**src/rtl/avic_edge_slope_if.sv**
```systemverilog
// Divider handshake bundle between the edge-slope setup stage (master)
// and the shared iterative divider (slave).
interface avic_edge_slope_if #(
  parameter int WID = 28
);
  logic           div_ld;
  logic           div_sgn;
  logic           div_abort;
  logic [WID-1:0] div_a;
  logic [WID-1:0] div_b;
  logic [WID-1:0] div_q;
  logic           div_done;
  logic           div_idle;

  modport master (
    output div_ld, div_sgn, div_abort, div_a, div_b,
    input  div_q, div_done, div_idle
  );

  modport slave (
    input  div_ld, div_sgn, div_abort, div_a, div_b,
    output div_q, div_done, div_idle
  );
endinterface

```
**src/rtl/avic_edge_slope.sv**
```systemverilog
// Triangle edge-slope setup: computes dx/dy for edges 0-1, 1-2, 0-2 as
// signed fixed-point values by sequencing the shared iterative divider.
// Horizontal edges (dy == 0) skip the divider and are reported in flat.
module avic_edge_slope #(
  parameter int WID  = 28,
  parameter int CW   = 11,
  parameter int FRAC = 16
) (
  input  logic           clk,
  input  logic           rst,
  input  logic           start,
  input  logic           abort,
  input  logic [CW-1:0]  x0,
  input  logic [CW-1:0]  y0,
  input  logic [CW-1:0]  x1,
  input  logic [CW-1:0]  y1,
  input  logic [CW-1:0]  x2,
  input  logic [CW-1:0]  y2,
  output logic           busy,
  output logic           done,
  output logic [WID-1:0] s01,
  output logic [WID-1:0] s12,
  output logic [WID-1:0] s02,
  output logic [2:0]     flat,
  avic_edge_slope_if.master dbus
);

  typedef enum logic [2:0] {
    ST_IDLE  = 3'd0,
    ST_SETUP = 3'd1,
    ST_ISSUE = 3'd2,
    ST_WAIT  = 3'd3,
    ST_STORE = 3'd4,
    ST_FIN   = 3'd5
  } state_t;

  state_t             state_r;
  state_t             next_s;
  logic [1:0]         edge_r;
  logic               wait_arm_r;
  logic [2:0][CW-1:0] vx_r;
  logic [2:0][CW-1:0] vy_r;
  logic [CW-1:0]      xa_s, xb_s, ya_s, yb_s;
  logic [CW:0]        dx_s, dy_s;
  logic               dy_zero_s;
  logic               busy_nx_s;
  logic               done_nx_s;
  logic               ld_nx_s;
  logic               dabort_nx_s;
  logic               slope_we_s;
  logic [WID-1:0]     slope_val_s;

  // Select the endpoints of the current edge and form signed deltas.
  always_comb begin
    xa_s = vx_r[0];
    xb_s = vx_r[1];
    ya_s = vy_r[0];
    yb_s = vy_r[1];
    case (edge_r)
      2'd0: begin xa_s = vx_r[0]; xb_s = vx_r[1]; ya_s = vy_r[0]; yb_s = vy_r[1]; end
      2'd1: begin xa_s = vx_r[1]; xb_s = vx_r[2]; ya_s = vy_r[1]; yb_s = vy_r[2]; end
      2'd2: begin xa_s = vx_r[0]; xb_s = vx_r[2]; ya_s = vy_r[0]; yb_s = vy_r[2]; end
      default: begin xa_s = vx_r[0]; xb_s = vx_r[1]; ya_s = vy_r[0]; yb_s = vy_r[1]; end
    endcase
    dx_s      = {1'b0, xb_s} - {1'b0, xa_s};
    dy_s      = {1'b0, yb_s} - {1'b0, ya_s};
    dy_zero_s = (dy_s == {(CW+1){1'b0}});
  end

  // State register.
  always_ff @(posedge clk) begin
    if (rst) begin
      state_r <= ST_IDLE;
    end else begin
      state_r <= next_s;
    end
  end

  // Next-state logic; abort from any active state returns to IDLE.
  always_comb begin
    next_s = state_r;
    if ((state_r != ST_IDLE) && abort) begin
      next_s = ST_IDLE;
    end else begin
      case (state_r)
        ST_IDLE:  if (start && !abort) next_s = ST_SETUP; else next_s = ST_IDLE;
        ST_SETUP: if (dy_zero_s) next_s = ST_STORE; else next_s = ST_ISSUE;
        // div_ld is high for the single ISSUE cycle in which the load happens
        ST_ISSUE: if (dbus.div_ld) next_s = ST_WAIT; else next_s = ST_ISSUE;
        // the first WAIT cycle may still see the divider's idle-done level
        ST_WAIT:  if (wait_arm_r && dbus.div_done) next_s = ST_STORE; else next_s = ST_WAIT;
        ST_STORE: if (edge_r == 2'd2) next_s = ST_FIN; else next_s = ST_SETUP;
        ST_FIN:   next_s = ST_IDLE;
        default:  next_s = ST_IDLE;
      endcase
    end
  end

  // Next values of the registered control outputs and the slope write port.
  always_comb begin
    busy_nx_s   = (next_s != ST_IDLE);
    done_nx_s   = (state_r == ST_FIN) && !abort;
    // load is registered, so it is raised one cycle ahead using the
    // divider's idle flag; the pulse lands inside the ISSUE cycle
    ld_nx_s     = (next_s == ST_ISSUE) && dbus.div_idle;
    dabort_nx_s = (state_r != ST_IDLE) && abort;
    slope_we_s  = ((state_r == ST_SETUP) || (state_r == ST_WAIT)) && (next_s == ST_STORE);
    if (state_r == ST_WAIT) begin
      slope_val_s = dbus.div_q;
    end else begin
      slope_val_s = {WID{1'b0}};
    end
  end

  // Registered outputs and datapath: vertex capture, operands, slopes.
  always_ff @(posedge clk) begin
    if (rst) begin
      busy           <= 1'b0;
      done           <= 1'b0;
      dbus.div_ld    <= 1'b0;
      dbus.div_sgn   <= 1'b0;
      dbus.div_abort <= 1'b0;
      dbus.div_a     <= {WID{1'b0}};
      dbus.div_b     <= {WID{1'b0}};
      s01            <= {WID{1'b0}};
      s12            <= {WID{1'b0}};
      s02            <= {WID{1'b0}};
      flat           <= 3'b000;
      edge_r         <= 2'd0;
      wait_arm_r     <= 1'b0;
      vx_r           <= {(3*CW){1'b0}};
      vy_r           <= {(3*CW){1'b0}};
    end else begin
      busy           <= busy_nx_s;
      done           <= done_nx_s;
      dbus.div_ld    <= ld_nx_s;
      dbus.div_sgn   <= busy_nx_s;
      dbus.div_abort <= dabort_nx_s;
      wait_arm_r     <= (state_r == ST_WAIT);
      case (state_r)
        ST_IDLE: begin
          if (next_s == ST_SETUP) begin
            vx_r   <= {x2, x1, x0};
            vy_r   <= {y2, y1, y0};
            edge_r <= 2'd0;
            flat   <= 3'b000;
          end
        end
        ST_SETUP: begin
          if (next_s == ST_STORE) begin
            flat[edge_r] <= 1'b1;
          end else if (next_s == ST_ISSUE) begin
            dbus.div_a <= {{(WID-CW-1){dx_s[CW]}}, dx_s} << FRAC;
            dbus.div_b <= {{(WID-CW-1){dy_s[CW]}}, dy_s};
          end
        end
        ST_STORE: begin
          if (next_s == ST_SETUP) begin
            edge_r <= edge_r + 2'd1;
          end
        end
        default: ;
      endcase
      if (slope_we_s) begin
        case (edge_r)
          2'd0:    s01 <= slope_val_s;
          2'd1:    s12 <= slope_val_s;
          2'd2:    s02 <= slope_val_s;
          default: ;
        endcase
      end
    end
  end

endmodule

```
**src/flat_wrapper.sv**
```systemverilog
// flat-port wrapper written by rule: the top's interface ports become plain ports
module avic_edge_slope_flat 
#(
  parameter int WID  = 28,
  parameter int CW   = 11,
  parameter int FRAC = 16
)
  (clk, rst, start, abort, x0, y0, x1, y1, x2, y2, busy, done, s01, s12, s02, flat, dbus_div_ld, dbus_div_sgn, dbus_div_abort, dbus_div_a, dbus_div_b, dbus_div_q, dbus_div_done, dbus_div_idle);
  avic_edge_slope_if #(.WID(WID)) dbus_i ();
  input  logic clk;
  input  logic rst;
  input  logic start;
  input  logic abort;
  input  logic [CW-1:0] x0;
  input  logic [CW-1:0] y0;
  input  logic [CW-1:0] x1;
  input  logic [CW-1:0] y1;
  input  logic [CW-1:0] x2;
  input  logic [CW-1:0] y2;
  output logic busy;
  output logic done;
  output logic [WID-1:0] s01;
  output logic [WID-1:0] s12;
  output logic [WID-1:0] s02;
  output logic [2:0] flat;
  output wire logic [$bits(dbus_i.div_ld)-1:0] dbus_div_ld;
  output wire logic [$bits(dbus_i.div_sgn)-1:0] dbus_div_sgn;
  output wire logic [$bits(dbus_i.div_abort)-1:0] dbus_div_abort;
  output wire logic [$bits(dbus_i.div_a)-1:0] dbus_div_a;
  output wire logic [$bits(dbus_i.div_b)-1:0] dbus_div_b;
  input wire logic [$bits(dbus_i.div_q)-1:0] dbus_div_q;
  input wire logic [$bits(dbus_i.div_done)-1:0] dbus_div_done;
  input wire logic [$bits(dbus_i.div_idle)-1:0] dbus_div_idle;
  assign dbus_div_ld = dbus_i.div_ld;
  assign dbus_div_sgn = dbus_i.div_sgn;
  assign dbus_div_abort = dbus_i.div_abort;
  assign dbus_div_a = dbus_i.div_a;
  assign dbus_div_b = dbus_i.div_b;
  assign dbus_i.div_q = dbus_div_q;
  assign dbus_i.div_done = dbus_div_done;
  assign dbus_i.div_idle = dbus_div_idle;
  avic_edge_slope #(.WID(WID), .CW(CW), .FRAC(FRAC)) u_core (.clk(clk), .rst(rst), .start(start), .abort(abort), .x0(x0), .y0(y0), .x1(x1), .y1(y1), .x2(x2), .y2(y2), .busy(busy), .done(done), .s01(s01), .s12(s12), .s02(s02), .flat(flat), .dbus(dbus_i));
endmodule
```
**config.mk**
```make
export PLATFORM = sky130hd
export DESIGN_NAME = avic_edge_slope_flat
export DESIGN_NICKNAME = d
export VERILOG_FILES = /design/src/rtl/avic_edge_slope_if.sv /design/src/rtl/avic_edge_slope.sv /design/src/flat_wrapper.sv
export SDC_FILE = /design/constraint.sdc
export NUM_CORES = 1
export LEC_CHECK = 0
export CAP_MARGIN = 20
export CORE_UTILIZATION = 48
export DETAILED_ROUTE_END_ITERATION = 8
export PLACE_DENSITY = 0.8
export SLEW_MARGIN = 40
export SYNTH_ARGS = -nofsm -noshare
export SYNTH_HDL_FRONTEND = slang
export SYNTH_SLANG_ARGS = --single-unit
```
**constraint.sdc**
```tcl
create_clock -name clk -period 5.3 [get_ports clk]
set_clock_uncertainty 0.2 [all_clocks]
set_input_delay 1.06 -clock clk [delete_from_list [all_inputs] [get_ports clk]]
set_output_delay 1.06 -clock clk [all_outputs]
set_load 0.03 [all_outputs]
```
# After elaboration in Yosys (flattened, before gate mapping)
# Cells that the tools add are included.
[classes] addsub=3 order_cmp=2 eq_ne=13 mux=20 bitwise_logic=2 n_reduce_logical=24
[op_table] op="two-way mux 11 bit" count=4
[op_table] op="two-way mux 28 bit" count=1
[op_table] op="subtractor 11 x 11 -> 12 bit" count=2
[op_table] op="two-way mux 3 bit" count=6
[op_table] op="case mux 3 bit (5 select lines)" count=1
[op_table] op="logical NOT 12 bit" count=1
[op_table] op="== test 3 x 2 -> 1 bit (second input constant)" count=3
[op_table] op="== test 3 bit (second input constant)" count=3
[op_table] op="AND reduction 3 bit" count=3
[op_table] op="AND reduction 2 bit" count=4
[op_table] op="logical AND 1 bit" count=7
[op_table] op="== test 3 x 1 -> 1 bit (second input constant)" count=2
[op_table] op="case mux 3 bit (2 select lines)" count=1
[op_table] op="nonzero test 3 bit" count=2
[op_table] op="two-way mux 2 bit" count=2
[op_table] op="inequality test 2 x 1 -> 1 bit (second input constant)" count=2
[op_table] op="case mux 2 bit (2 select lines)" count=1
[op_table] op="nonzero test 2 bit" count=2
[op_table] op="logical NOT 3 bit" count=1
[op_table] op="< comparator 2 x 3 -> 1 bit (second input constant)" count=1
[op_table] op="two-way mux 1 bit" count=3
[op_table] op="bitwise OR 3 bit" count=1
[op_table] op="adder 2 x 1 -> 2 bit (second input constant)" count=1
[op_table] op="demux 1 bit (select 2 bit)" count=1
[op_table] op="other kinds (9)" count=9
[word_totals] register_bits=187 in_bits=100 output_inout_bits=148 word_cells=83

# Depth between registers and ports, before layout
# Gate-level depths: netlist of run 1.
[logic_depth] word_depth=11 depth_mapped=18

# Worst setup path before layout of run 1
# Ideal clock, no wire load.
[synth_path] path_type="register to register" startpoint="register u_core.edge_r[0]" endpoint="register u_core.s01[12]" arrival_time_ns=4.001 required_time_ns=5.028 path_slack_ns=1.027 path_stages_with_launch=18 cell_sequence="dfxtp_1 > inv_1 > ha_1 > clkbuf_1 > clkbuf_1 > mux2_2 > ha_1 > buf_6 > or4_1 > o22a_2 > xor2_1 > o211a_1 > a21o_1 > buf_6 > o31ai_4 > buf_6 > buf_12 > mux2i_1"
[synth_between] elab_chain_len=11 word_cells_on_any_way=15 classes_between="add/sub (1); eq/ne (3); mux (6); reduce/logical (5)"
[synth_rtl] element="from (decl)" line_no="avic_edge_slope.sv:39" rtl="logic [1:0] edge_r;"
[synth_rtl] element="from (signal assigned)" line_no="avic_edge_slope.sv:159" rtl="edge_r <= edge_r + 2'd1;"
[synth_rtl] element="== test 2 x 1 -> 1 bit / == test 2 bit (equally long branches)" line_no="avic_edge_slope.sv:59, avic_edge_slope.sv:92"
[synth_rtl] element="OR reduction 2 bit (no line)"
[synth_rtl] element="two-way mux 11 bit" line_no="avic_edge_slope.sv:59" rtl="case (edge_r)"
[synth_rtl] element="subtractor 11 x 11 -> 12 bit" line_no="avic_edge_slope.sv:66" rtl="dy_s = {1'b0, yb_s} - {1'b0, ya_s};"
[synth_rtl] element="logical NOT 12 bit" line_no="avic_edge_slope.sv:67" rtl="dy_zero_s = (dy_s == {(CW+1){1'b0}});"
[synth_rtl] element="two-way mux 3 bit" line_no="avic_edge_slope.sv:87" rtl="ST_SETUP: if (dy_zero_s) next_s = ST_STORE; else next_s = ST_ISSUE;"
[synth_rtl] element="case mux 3 bit (5 select lines)" line_no="avic_edge_slope.sv:85" rtl="case (state_r)"
[synth_rtl] element="two-way mux 3 bit" line_no="avic_edge_slope.sv:82" rtl="if ((state_r != ST_IDLE) && abort) begin"
[synth_rtl] element="== test 3 bit" line_no="avic_edge_slope.sv:107" rtl="slope_we_s = ((state_r == ST_SETUP) || (state_r == ST_WAIT)) && (next_s == ST_STORE);"
[synth_rtl] element="logical AND 1 bit" line_no="avic_edge_slope.sv:107"
[synth_rtl] element="AND reduction 2 bit (no line) *"
[synth_rtl] element="to (signal assigned)" line_no="avic_edge_slope.sv:125" rtl="s01 <= {WID{1'b0}};"
[synth_rtl] element="to (signal assigned)" line_no="avic_edge_slope.sv:166" rtl="2'd0: s01 <= slope_val_s;"
[synth_rtl] element="to (decl)" line_no="avic_edge_slope.sv:21" rtl="output logic [WID-1:0] s01,"
# Every way passes the cells marked *; elsewhere a longest branch is shown, timed or not.
# A chain may end at the register's enable or synchronous reset.

# Worst setup path in the final report of run 1
[layout_path] startpoint="register u_core.edge_r[0]" endpoint="register u_core.s12[5]"
[layout_between] elab_chain_len=11 word_cells_on_any_way=14 classes_between="add/sub (1); eq/ne (3); mux (6); reduce/logical (4)"
[layout_rtl] element="== test 2 x 1 -> 1 bit / == test 2 bit (equally long branches)" line_no="avic_edge_slope.sv:59, avic_edge_slope.sv:165, avic_edge_slope.sv:92"
[layout_rtl] element="OR reduction 2 bit (no line)"
[layout_rtl] element="two-way mux 11 bit" line_no="avic_edge_slope.sv:59"
[layout_rtl] element="subtractor 11 x 11 -> 12 bit" line_no="avic_edge_slope.sv:66"
[layout_rtl] element="logical NOT 12 bit" line_no="avic_edge_slope.sv:67"
[layout_rtl] element="two-way mux 3 bit" line_no="avic_edge_slope.sv:87"
[layout_rtl] element="case mux 3 bit (5 select lines)" line_no="avic_edge_slope.sv:85"
[layout_rtl] element="two-way mux 3 bit" line_no="avic_edge_slope.sv:82"
[layout_rtl] element="== test 3 bit" line_no="avic_edge_slope.sv:107"
[layout_rtl] element="logical AND 1 bit" line_no="avic_edge_slope.sv:107"
[layout_rtl] element="AND reduction 2 bit (no line) *"
[layout_rtl] element="to (signal assigned)" line_no="avic_edge_slope.sv:126" rtl="s12 <= {WID{1'b0}};"
[layout_rtl] element="to (signal assigned)" line_no="avic_edge_slope.sv:167" rtl="2'd1: s12 <= slope_val_s;"
[layout_rtl] element="to (decl)" line_no="avic_edge_slope.sv:22" rtl="output logic [WID-1:0] s12,"
# Marked as above.

==> results by group, run 1 <==
Floorplan
  • I/O pin count: 248
  • Die W: 138 um
  • Die Span Y: 138 um
  • Initial core utilization: 49.0%
  • Core ar.: 0.0180 mm^2
  • Cell Rows: 49
  • Total die area: 0.0190 mm^2

Final layout
  • Share of cells above drive strength 1: 7.37%
  • Fill count: 1520
  • Post-Layout Cell Count: 1423
  • Nets: 1308
  • N_diodes: 0
  • Area growth from synthesis to layout: 30.8%

Critical path
  • Crit path capture type: flop
  • WP data arrival: 4.92 ns
  • Worst path required time: 5.45 ns
  • Crit-path max FO: 28
  • Worst R2R Path Depth: 14
  • CP Class: flop to flop
  • R2r setup slk: 0.53 ns
  • Startpoint Class: flop
  • Critical R2R Capture: u_core.s12[5]$_SDFFE_PP0P_
  • Worst R2R Start: u_core.edge_r[0]$_SDFFE_PP0P_

Clocking
  • Clk slew on worst S/H paths: 0.07 ns
  • CTS tree: yes
  • CTS sink cnt: 187
  • CTS Hold Bufs: 0
  • Root buffer cell: clkbuf_16
  • CTS Buf Count: 17
  • CTS resizes: 0
  • Clock Latency Late Sink: 0.43 ns
  • Buffer levels on the longest clock path: 2
  • Setup bufs post-CTS: 0
  • CTS H-Tree Depth: 4

Synth
  • Sequential share of the synthesized area: 42.4%
  • Seq cells post-synth: 187
  • EDFF count, synth: 0
  • Synth async-reset ratio: 0%
  • Top FF cell, synth: dfxtp_1
  • Mapped Avg Cell Area: 8.83 um^2
  • Post-synth cell types: 61
  • Post-Synthesis Cells: 1001
  • Post-Syn Area: 0.00884 mm^2
  • Yosys warning count: 0

STA
  • RSZ-0062 raised after global routing: false
  • Final hold vios: 0
  • Worst-Margin Slew: 0.819 ns
  • Final Slew Violations: 0
  • Setup Viol. Count Final: 0
  • Final period util: 90.0%
  • Slew HR: 45.4%
  • Tmin final: 4.77 ns
  • F_max: 0.210 GHz
  • Post-route setup slack: 0.531 ns
  • Worst hold slack: 0.256 ns
  • Final setup TNS: 0 ns

Routing
  • ANT nets after route: 0
  • Routed len/inst: 15.5 um
  • DRT iter0 DRCs: 321
  • WL final: 22.1 mm
  • Via Count: 7442
  • Drc violations: 0
  • DRT Pass-1 Iters: 5
  • Vias per inst: 5.23

GRT
  • Initial antenna violation count: 1
  • Vias in the first global route: 6990
  • Total grt overflow: 0
  • Largest net degree at the start of global routing: 103
  • Total GRT Usage: 23.2%
  • First-pass GRT wire length: 34.3 mm

Power
  • Clock power frac: 39.2%
  • Maximum vdd drop: 0.229 mV
  • Reg power frac: 45.6%
  • Pint: 2290 uW
  • Sw Pwr: 918 uW
  • Combinational fraction of design power: 15.2%
  • Lkg Pwr: 0.00405 uW
  • Pwr/cell area: 277 mW/mm^2
  • Sw frac: 28.6%

Worst hold path
  • Hold depth: 2
  • Hold path endpoint: u_core.vx_r[28]$_SDFFE_PP0P_
  • Worst min-delay path class: flop to flop
  • Hold_sp: u_core.vx_r[28]$_SDFFE_PP0P_

Flow run
  • Max_cap viols: 0

Place
  • Routability cong.: 0.916
  • Post-Place Setup Slack: 0.551 ns
  • HPWL Detailed: 15.8 mm
  • Port bufs: 231
  • Dpl cells: 1391

Status
  • Status: completed
## cell type report
type / count / area [um^2] / area share, %
flip-flops and latches: 187 / 3740 / 32.4
well taps: 229 / 287 / 2.48
inverters: 18 / 67.6 / 0.585
multi-input cells: 713 / 4460 / 38.6
clock inverters: 15 / 166 / 1.44
repair buffers: 244 / 2410 / 20.9
clock buffers: 17 / 425 / 3.68
## how the worst max path moves through the flow
| stage | startpoint | end | slack, ns | cells after the start |
|---|---|---|---|---|
| final | u_core.edge_r[0]$_SDFFE_PP0P_ | u_core.s12[5]$_SDFFE_PP0P_ | 0.53 | 14 |
| after global routing | u_core.edge_r[0]$_SDFFE_PP0P_ | u_core.s12[24]$_SDFFE_PP0P_ | 0.19 | 14 |
| after CTS | u_core.edge_r[0]$_SDFFE_PP0P_ | u_core.s12[17]$_SDFFE_PP0P_ | 0.54 | 14 |
| after detailed placement | u_core.edge_r[0]$_SDFFE_PP0P_ | u_core.s12[24]$_SDFFE_PP0P_ | 0.55 | 14 |
| after global placement | u_core.edge_r[0]$_SDFFE_PP0P_ | u_core.s12[17]$_SDFFE_PP0P_ | 0.77 | 14 |
| after floorplan | u_core.edge_r[0]$_SDFFE_PP0P_ | u_core.s01[12]$_SDFFE_PP0P_ | 1.03 | 17 |
## kinds of logic (layout without fill, tap and decap cells)
logic type / after synthesis / count (layout) / share of synthesized area, %
buffers and inverters: 116 / 294 / 7.97
and+or+nand+nor: 368 / 368 / 17.3
muxes: 138 / 138 / 16.0
adders and majority gates: 28 / 28 / 4.11
AOI/OAI and AO/OA: 152 / 152 / 11.1
DFF: 187 / 187 / 42.4
xor gates and xnor gates: 11 / 11 / 1.09
other: 1 / 16 / 0.0424
## worst max-delay path, stage by stage (launching register included)
cell and delay (ns):
dfxtp_1 0.39, inv_1 0.08, ha_1 0.61, mux2i_1 0.16, ha_1 0.25, fa_1 0.42, nand2b_1 0.19, a21oi_1 0.22
nor3_1 0.08, o221ai_1 0.21, xor2_1 0.14, or3_1 0.64, o31ai_4 0.32, buf_4 0.49, mux2i_1 0.26
## registers in the layout, summed over array words and instances (netlist names), 3 cells and up
signal             flops
u_core.s12            28
u_core.s02            28
u_core.flat            3
u_core.dbus.div_b     12
u_core.s01            28
u_core.dbus.div_a     12
u_core.vy_r           33
u_core.state_r         3
u_core.vx_r           33
## power groups by stage
stage | logic [uW] | clock network [uW] | registers [uW]
2_1_floorplan | 326 | 0 | 1500
4_1_cts | 486 | 1280 | 1460
3_5_place_dp | 481 | 0 | 1490
6_report | 487 | 1260 | 1460
5_1_grt | 535 | 1330 | 1460
3_3_place_gp | 475 | 0 | 1490
## layout by cell type, fill, tap and decap left out, drive strengths merged, types with 3 or more instances in the layout
cell type,synthesis,routed
o2111ai,4,4
mux2i,109,109
xor2,6,6
a21o,3,3
a211oi,3,3
mux2,29,29
xnor2,5,5
o21a,5,5
conb,1,16
buf,50,14
or2,3,3
nand3,18,18
clkdlybuf4s50,0,230
a31oi,9,9
o31a,6,6
o31ai,3,3
nor2,32,32
nand2,269,269
clkinv,0,6
nand2b,6,6
clkbuf,48,17
a41oi,5,5
nor2b,10,10
a21oi,79,79
ha,25,25
o21ai,21,21
o211ai,4,4
inv,18,27
or3,6,6
dfxtp,187,187
nor3,10,10
nor4,3,3
## layer usage
metal  track usage (%)  wire (um)  vias to the layer above
met5                 0          0                        -
met4              7.14        292                        0
met3              5.56       1700                       25
met2              38.2      10100                      245
met1              29.9       9960                     3464
li1                  -          -                     3708
## synthesized netlist by cell type (all sizes together) (9+ instances only)
cell type / n / area, um^2
nand2: 269 / 1010
dfxtp: 187 / 3740
mux2i: 109 / 1090
a21oi: 79 / 399
buf: 50 / 457
clkbuf: 48 / 180
nor2: 32 / 120
mux2: 29 / 327
ha: 25 / 313
o21ai: 21 / 116
inv: 18 / 67.6
nand3: 18 / 90.1
nor2b: 10 / 62.6
nor3: 10 / 50.1
a31oi: 9 / 56.3
## per-stage QoR
| stage | util, % | power (uW) | area [um^2] |
|---|---|---|---|
| 2_1_floorplan | - | 1830 | 8890 |
| 3_3_place_gp | 60.8 | 1970 | 11000 |
| 3_5_place_dp | 60.8 | 1970 | 11000 |
| 4_1_cts | 64.1 | 3220 | 11600 |
| 5_1_grt | 64.1 | 3330 | 11600 |
| 6_report | 64.1 | 3200 | 11600 |
(Power assumes the default switching activity.)
==> inputs of run 2 (changes only) <==
- CTS_CLUSTER_DIAMETER: default -> 60
==> results of run 2 <==
No change in the layout: final DEF, timing and power equal those of run 1.
==> inputs of run 3 (changes only) <==
- clock period: 5.3 -> 4.62 ns (I/O delays scaled with it)
==> results by group, run 3 (synthesized netlist as in run 1, its figures left out) <==
Clocking
  • CTS Buf Count: 17 (unchanged)
  • CTS tree: yes
  • CTS H-Tree Depth: 4 (unchanged)
  • Clock Latency Late Sink: 0.43 ns (about the same)
  • Buffer levels on the longest clock path: 2 (unchanged)
  • Clk slew on worst S/H paths: 0.08 ns (about the same)
  • CTS sink cnt: 187 (unchanged)
  • Root buffer cell: clkbuf_16

Floorplan
  • Total die area: 0.0190 mm^2 (unchanged)
  • I/O pin count: 248 (unchanged)
  • Cell Rows: 49 (unchanged)
  • Die Span Y: 138 um (unchanged)
  • Core ar.: 0.0180 mm^2 (unchanged)
  • Initial core utilization: 49.0% (unchanged)
  • Die W: 138 um (unchanged)

Routing
  • DRT iter0 DRCs: 398 (+24%)
  • Drc violations: 0 (unchanged)
  • Vias per inst: 5.21 (-0.44%)
  • DRT Pass-1 Iters: 5 (unchanged)
  • WL final: 22.0 mm (-0.60%)
  • ANT nets after route: 0 (unchanged)
  • Routed len/inst: 15.4 um (-0.81%)
  • Via Count: 7425 (-0.23%)

Place
  • HPWL Detailed: 15.9 mm (+0.44%)
  • Port bufs: 231 (unchanged)
  • Post-Place Setup Slack: 0.0737 ns (-0.478 ns)
  • Routability cong.: 0.888 (-3.1%)

STA
  • Worst hold slack: 0.254 ns (-0.00192 ns)
  • Final Slew Violations: 0 (unchanged)
  • Slew HR: 54.4% (+9.0 points)
  • Final hold vios: 0 (unchanged)
  • Final setup TNS: 0 ns (unchanged)
  • Setup Viol. Count Final: 0 (unchanged)
  • F_max: 0.229 GHz (+9.4%)
  • Final period util: 94.4% (+4.4 points)
  • Tmin final: 4.36 ns (-0.410 ns)
  • RSZ-0062 raised after global routing: false
  • Post-route setup slack: 0.261 ns (-0.270 ns)
  • Worst-Margin Slew: 0.685 ns (-0.135 ns)

Critical path
  • Crit path cell chain: inv_1 > ha_2 > buf_4 > mux2_2 > ha_1 > or4_1 > o22a_2 > xor2_1 > o211a_1 > a21o_2 > o31ai_4 > buf_12 > mux2i_1
  • CP delay by family, top: compound AO/OA/AOI/OAI gates
  • WP buf/inv: 3 (+1)
  • Worst R2R Path Depth: 13 (-1)
  • Worst R2R Start: u_core.edge_r[0]$_SDFFE_PP0P_
  • CP Class: flop to flop
  • WP data arrival: 4.51 ns (-0.41 ns)
  • Crit-path max FO: 28 (unchanged)
  • Critical R2R Capture: u_core.s12[17]$_SDFFE_PP0P_
  • CP peak stage delay: 0.53 ns (-0.11 ns)
  • Crit path capture type: flop
  • Worst path required time: 4.77 ns (-0.68 ns)
  • R2r setup slk: 0.26 ns (-0.27 ns)
  • Startpoint Class: flop
  • Critical path's slowest cell: or4_1

Power
  • Pwr/cell area: 317 mW/mm^2 (+14%)
  • Sw frac: 28.9% (+0.24 points)
  • Reg power frac: 45.4% (-0.2 points)
  • Maximum vdd drop: 0.252 mV (+10%)
  • Design Power: 3690 uW (+15%)
  • Pint: 2630 uW (+15%)
  • Sw Pwr: 1070 uW (+16%)
  • Lkg Pwr: 0.00407 uW (+0.71%)
  • Combinational fraction of design power: 15.3% (about the same)
  • Clock power frac: 39.3% (about the same)

Worst hold path
  • Hold depth: 2 (unchanged)
  • Worst min-delay path class: flop to flop
  • Hold_sp: u_core.vx_r[24]$_SDFFE_PP0P_
  • Hold path endpoint: u_core.vx_r[24]$_SDFFE_PP0P_

GRT
  • Top Usage Layer GRT: met2
  • First-pass GRT wire length: 34.0 mm (-0.73%)
  • Total grt overflow: 0 (unchanged)
  • Total GRT Usage: 23.1% (-0.16 points)
  • Initial antenna violation count: 0 (-1)
  • GR Util met1: 29.6% (-0.30 points)
  • Met2 Use GR: 37.9% (-0.34 points)
  • Vias in the first global route: 6897 (-1.3%)
  • Met3 usage in global routing: 5.67% (+0.11 points)
  • Largest net degree at the start of global routing: 95 (-7.8%)

Final layout
  • Nets: 1311 (+0.23%)
  • Final core utilization: 64.6% (+0.44 points)
  • Share of cells above drive strength 1: 7.85% (+0.48 points)
  • Commonest non-fill, non-tap cell in the layout: nand2_1
  • Fill count: 1501 (-1.3%)
  • N_diodes: 0 (unchanged)
  • Area growth from synthesis to layout: 31.7%
  • Most frequent cells in the layout: nand2_1 (269), clkdlybuf4s50_1 (230), dfxtp_1 (187), mux2i_1 (109), a21oi_1 (78)
  • Largest regs: u_core.vx_r x33, u_core.vy_r x33

Flow run
  • Max_cap viols: 0 (unchanged)

Status
  • Status: completed
==> run 3: layout make-up <==
type / count / area [um^2] / share of cell area, %
timing repair buffer: 247 / 2470 / 21.2
sequential: 187 / 3740 / 32.2
multi-input combinational: 713 / 4470 / 38.4
tap: 229 / 287 / 2.46
clock buffer: 17 / 425 / 3.66
clock inverter: 15 / 171 / 1.47
inverter: 18 / 67.6 / 0.581
==> run 3: tightest hold or removal path: stages, from the launching register on <==
cell and delay, ns:
dfxtp_1 0.31, nand2_1 0.05, a21oi_1 0.05
==> run 3: metrics by stage <==
| step | cells | cell area [um^2] |
|---|---|---|
| 2_1_floorplan | 1016 | 8890 |
| 3_5_place_dp | 1394 | 11000 |
| 6_report | 1426 | 11600 |
| 5_1_grt | 1426 | 11600 |
| 4_1_cts | 1426 | 11600 |
| 3_3_place_gp | 1394 | 11000 |
==> run 3: how the worst max path moves through the flow <==
stage,end,slack (ns),cells after the start,start
after CTS,u_core.s12[17]$_SDFFE_PP0P_,0.05,13,u_core.edge_r[0]$_SDFFE_PP0P_
after global placement,u_core.dbus.div_a[21]$_SDFFE_PP0P_,0.18,12,u_core.edge_r[0]$_SDFFE_PP0P_
after floorplan,u_core.s01[20]$_SDFFE_PP0P_,0.35,17,u_core.edge_r[0]$_SDFFE_PP0P_
final,u_core.s12[17]$_SDFFE_PP0P_,0.26,13,u_core.edge_r[0]$_SDFFE_PP0P_
after detailed placement,u_core.s12[17]$_SDFFE_PP0P_,0.07,13,u_core.edge_r[0]$_SDFFE_PP0P_
after global routing,u_core.s12[23]$_SDFFE_PP0P_,0.05,13,u_core.edge_r[0]$_SDFFE_PP0P_
==> run 3: routing by layer <==
layer  share of wire [%]  vias up
li1                    -     3717
met4                 1.1        0
met1                  45     3468
met5                   0        -
met3                 7.0       16
met2                  47      224
==> run 3: power by group through the flow <==
stage                     registers [uW]  clock network (uW)  logic, uW
after floorplan                     1720                   0        374
after global placement              1710                   0        548
after detailed placement            1710                   0        558
after CTS                           1680                1480        562
after global routing                1680                1540        622
final                               1680                1450        566
==> run 3: what timing repair did <==
action,4_1_cts,5_1_grt
gates resized for setup,0,3
endpoints found under the setup margin,0,96
setup buffers,0,0
hold buffers,0,0
